## src/rtl/greater_than_cmp.sv

```systemverilog
// Registered magnitude comparator: flags A>B, A==B, A<B one cycle after a valid operand pair.
// No backpressure; a new pair is accepted every cycle. Flags hold their last value while idle.
module greater_than_cmp #(
  parameter int WIDTH  = 2,
  parameter bit SIGNED = 1'b0
) (
  input  logic             clk,
  input  logic             rst_n,
  input  logic             in_valid,
  input  logic [WIDTH-1:0] A,
  input  logic [WIDTH-1:0] B,
  output logic             out_valid,
  output logic             F,
  output logic             EQ,
  output logic             LT
);

  // One extra bit makes unsigned and two's-complement operands compare exactly as signed values.
  logic                    sign_a;
  logic                    sign_b;
  logic signed [WIDTH:0]   a_ext;
  logic signed [WIDTH:0]   b_ext;
  logic                    gt;
  logic                    eq;
  logic                    lt;

  assign sign_a = SIGNED ? A[WIDTH-1] : 1'b0;
  assign sign_b = SIGNED ? B[WIDTH-1] : 1'b0;
  assign a_ext  = {sign_a, A};
  assign b_ext  = {sign_b, B};

  assign gt = (a_ext > b_ext);
  assign eq = (a_ext == b_ext);
  assign lt = (a_ext < b_ext);

  always_ff @(posedge clk) begin
    if (!rst_n) begin
      out_valid <= 1'b0;
      F         <= 1'b0;
      EQ        <= 1'b0;
      LT        <= 1'b0;
    end else begin
      out_valid <= in_valid;
      // Operands are ignored while idle, so X on A/B cannot reach the flags.
      if (in_valid) begin
        F  <= gt;
        EQ <= eq;
        LT <= lt;
      end
    end
  end

endmodule

```

## config.mk

```make
export PLATFORM = sky130hd
export DESIGN_NAME = greater_than_cmp
export DESIGN_NICKNAME = d
export VERILOG_FILES = /design/src/rtl/greater_than_cmp.sv
export SDC_FILE = /design/constraint.sdc
export NUM_CORES = 1
export LEC_CHECK = 0
export ABC_AREA = 1
export BUFFER_PORTS_ARGS = -buffer_cell sky130_fd_sc_hd__buf_2
export CAP_MARGIN = 40
export CORE_AREA = 2 2 39 41
export DETAILED_ROUTE_END_ITERATION = 12
export DIE_AREA = 0 0 41 43
export PLACE_DENSITY_LB_ADDON = 0.25
export SYNTH_ARGS = -nofsm -noshare
export SYNTH_HDL_FRONTEND = slang
export SYNTH_SLANG_ARGS = --single-unit
```

## constraint.sdc

```tcl
create_clock -name clk -period 1.67 [get_ports clk]
set_clock_uncertainty 0.2 [all_clocks]
set_input_delay 0.167 -clock clk [delete_from_list [all_inputs] [get_ports clk]]
set_output_delay 0.167 -clock clk [all_outputs]
set_load 0.02 [all_outputs]
```

## Word-level counts from Yosys, hierarchy flattened

Index checks and enable logic that the tools add are counted.

| word-level totals | value |
|---|---|
| bits of input ports | 7 |
| register bits | 4 |
| word-level logic and storage cells | 7 |
| bits in read-only memories | 0 |
| bits in latches | 0 |
| memories kept | 0 |
| bits in writable memories | 0 |
| output and inout bits | 4 |

| operators by class | value |
|---|---|
| bitwise logic cells | 0 |
| multiply operators | 0 |
| muxes and demuxes | 0 |
| shift operators | 0 |
| $add $sub $neg | 0 |
| order comparisons | 2 |
| div/mod/pow operators | 0 |
| reduce and logical (&&, ||, !) cells | 0 |
| eq/ne operators | 1 |

Operator list:

| kind | number |
|---|---|
| equality test 2 bit | 1 |
| > comparator 2 bit | 1 |
| < comparator 2 bit | 1 |

## Longest topological paths before layout

| depth | value |
|---|---|
| depth after elaboration | 1 |
| gate-level depth with buffers | 7 |
| depth with buffers taken out | 7 |

## Worst setup path before layout

Ideal clock, no wire load.

| timing path | value |
|---|---|
| kind | input port to flip-flop |
| start | in A[0] |
| end | reg EQ |
| data required time | 1.354 ns |
| setup slack | 0.670 ns |
| arrival time | 0.683 ns |
| stages | 6 |
| path buffers | 0 |
| setup time | 0.116 ns |
| path through | inv_1 > ha_1 > nand2_1 > nand2_1 > o211ai_1 > inv_1 |

| between the ends | value |
|---|---|
| longest elaborated chain between the ends | 1 |

RTL lines:

| item | line | RTL |
|---|---|---|
| from (decl) | 10 | `input logic [WIDTH-1:0] A,` |
| equality test 2 bit | 33 | `assign eq = (a_ext == b_ext);` |
| to (signal assigned) | 47 | `EQ <= eq;` |
| to (decl) | 14 | `output logic EQ,` |

Every way passes these cells.
A chain may end at the register's enable or synchronous reset.

## Worst setup path in the final report

| timing path | value |
|---|---|
| start | in rst_n |
| end | reg out_valid |

RTL lines:

| item | line | RTL |
|---|---|---|
| from (decl) | 8 | `input logic rst_n,` |
| to (signal assigned) | 43 | `out_valid <= in_valid;` |
| to (decl) | 12 | `output logic out_valid,` |

No word-level cell between the ends.

==> metrics.md <==
| Metric | Value |
|---|---|
| Status | finished, final reports clean |
| Sequential cell area | 80.1 sq um |
| Yosys warnings | 0 |
| # diodes | 0 |
| DRC Markers | 0 |
| Worst min path class | input port to flop |
| Hold path startpoint | in_valid |
| CP arrival | 1.46 ns |
| GP Congestion | 0.603 |
| Top sig layer | met3 |
| Worst r2r src | EQ |
| Layout area overhead | 57.0% |
| Synth Area in Compound Gates | 8.23% |
| Commonest cells after routing, fill and taps aside | buf_2 (10), nand2_1 (8), inv_1 (7), dfxtp_1 (4), clkbuf_4 (3) |
| Period utilisation layout | 92.0% |
| DRT met1 WL | approximately 180 um |
| Wire length per cell | approximately 6.7 um |
| Largest net degree at the start of global routing | 5 |
| Pleak | 0.186 nW |
| Post-cts repair resize count | 0 |
| PD cells | 880 nW/um^2 |
| Met3 WL | 31 um |
| Crit-path max FO | 4 |
| Root Driver | clkbuf_4 |
| NumNets Final | 53 |
| GRT Total Usage | ~6.6% |
| Flops & latches, synth | 4 |
| TritonCTS Buffers | 3 |
| Largest family of logic cells by synthesized area | simple AND/OR/NAND/NOR gates |
| Crit. End Element | flop |
| Mapped Area | 198 sq um |
| Worst VDD drop | between 0.3 and 0.4 mV |
| Xor-xnor portion of the synthesized cell area | 0% |
| Fill cell count | 158 |
| Routed wl met2 | 181 um |
| Top Ports | 11 |
| CTS tree | yes |
| GRT overflow | 0 |
| Pins Over Slew Limit | 0 |
| Seq pwr share | between 30% and 40% |
| Dpl hpwl | 307 um |
| Clk network pwr share | 42.7% |
| Mapped Cells | 27 |
| Share of cells above drive strength 1 | 40.5% |
| Simple-gate area share of the yosys netlist | between 20% and 30% |
| Die width | 41 um |
| Die Ht | 43 um |
| F_max | 651 MHz |
| Setup Total Neg Slack | 0 ns |
| Vias in the first global route | 184 |
| Critical path type | input port to flop |
| Synth unique cells | 10 |
| Setup violators final | 0 |
| H-tree depth | 1 |
| CTS clk-pin slew, worst paths | 0.04 ns |
| RSZ-0062 raised after global routing | no |
| Most common cell after layout, fill and taps aside | buf_2 |
| CP required | 1.60 ns |
| Initial Util | 14.3% |
| Initial antenna violation count | 0 |
| Max Cap Viol | 0 |
| Core ar. | 1380 sq um |
| WL final | 389 um |
| Area of the multi-input gates | 87.6 sq um |
| Crit path launch type | input port |
| Post-synthesis average cell area | ~7.3 sq um |
| Clk_lat worst skew | 0.23 ns |
| DRT antenna net count | 0 |
| Buffers on Ports | 10 |
| Final hold vios | 0 |
| Internal Power | approximately 0.00021 W |
| Worst-Margin Slew | about 0.15 ns |
| Vias | 197 |
| TritonRoute pass-1 iters | 3 |
| Non-Filler Instances | 58 |
| Rows | 14 |
| Synthesized net count | 36 |
| Post-synthesis mux area share | 0% |
| DR iter-0 viols | 1 |
| Slew headroom | 90.0% |
| Global-route wire length before repair | 676 um |
| Clock sinks | 4 |
| Sequential fraction of the synthesis area | between 40 and 50% |
| Adder-Cell Fraction of Synth Area | 12.7% |
| NetSw | 0.0000674 W |
| CP Launch Point | rst_n |
| Max clock buf depth | 2 |
| Routed vias/inst | ~3.4 |
| Comb power frac | a little under a fifth |
| Switching share of power | 24.7% |
| Die ar. | 1760 sq um |
| Fin crit period | 1.54 ns |
| Placed cells | 53 |
worst paths after layout:
path | slack [ns] | to | depth (start not counted)
min | 0.03 | EQ | 3
min reg2reg | 0.27 | LT | 2
max reg2reg | 0.85 | EQ | 2
max | 0.13 | out_valid | 5
metrics by stage:
step,setup WS (ns),hold WS (ns),cell area [sq um],util (%),total power (W)
3_5_place_dp,0.536,0.213,268,19.3,0.000155
6_report,0.134,0.0281,310,22.4,0.000273
4_1_cts,0.139,0.0190,310,22.4,0.000281
3_3_place_gp,0.521,0.212,268,19.3,0.000156
5_1_grt,0.0871,0.0650,310,22.4,0.000300
2_1_floorplan,0.670,0.0605,198,-,0.000137
critical path: stages:
cell	delay [ns]
dlygate4sd3_1	0.53
buf_2	0.14
nand2_1	0.06
dlygate4sd3_1	0.54
inv_1	0.04
sequential cells by signal, indices dropped and copies added (netlist names):
name and flops:
EQ 1, F 1, LT 1, out_valid 1
Yosys cell counts, drive strengths merged:
cell type	instances	area, sq um
nand2	9	36.3
ha	2	25.0
o211ai	1	7.51
a21oi	1	8.76
nor2	2	10.0
inv	8	30.0
dfxtp	4	80.1
layer usage:
layer  vias to the layer above  GRT usage, %
met3                         0          7.85
li1                        108             -
met5                         -             0
met4                         0          4.00
met2                         5          8.44
met1                        84          5.77
what timing repair did:
item	4_1_cts	5_1_grt
hold endpoints to repair	3	0
hold buffers	2	0
buffers inserted	0	0
cells by family after synthesis:
logic type               after synthesis
adder cells (fa/ha/maj)                2
AND/OR/NAND/NOR                       11
flip-flops                             4
AO/OA/AOI/OAI                          2
buffers and inverters                  8
power groups by stage:
stage                     combinational [W]  sequential [W]  clock [W]
after CTS                         0.0000522        0.000106   0.000123
final                             0.0000510        0.000106   0.000116
after floorplan                   0.0000217        0.000115          0
after detailed placement          0.0000483        0.000107          0
after global routing              0.0000583        0.000106   0.000135
after global placement            0.0000483        0.000107          0
final cells by class:
class,count,share of cell area [%]
tap,16,6.45
multi-input combinational,15,28.2
timing repair buffer,12,22.6
clock buffer,3,7.26
sequential,4,25.8
inverter,8,9.68
(Power assumes the default switching activity.)
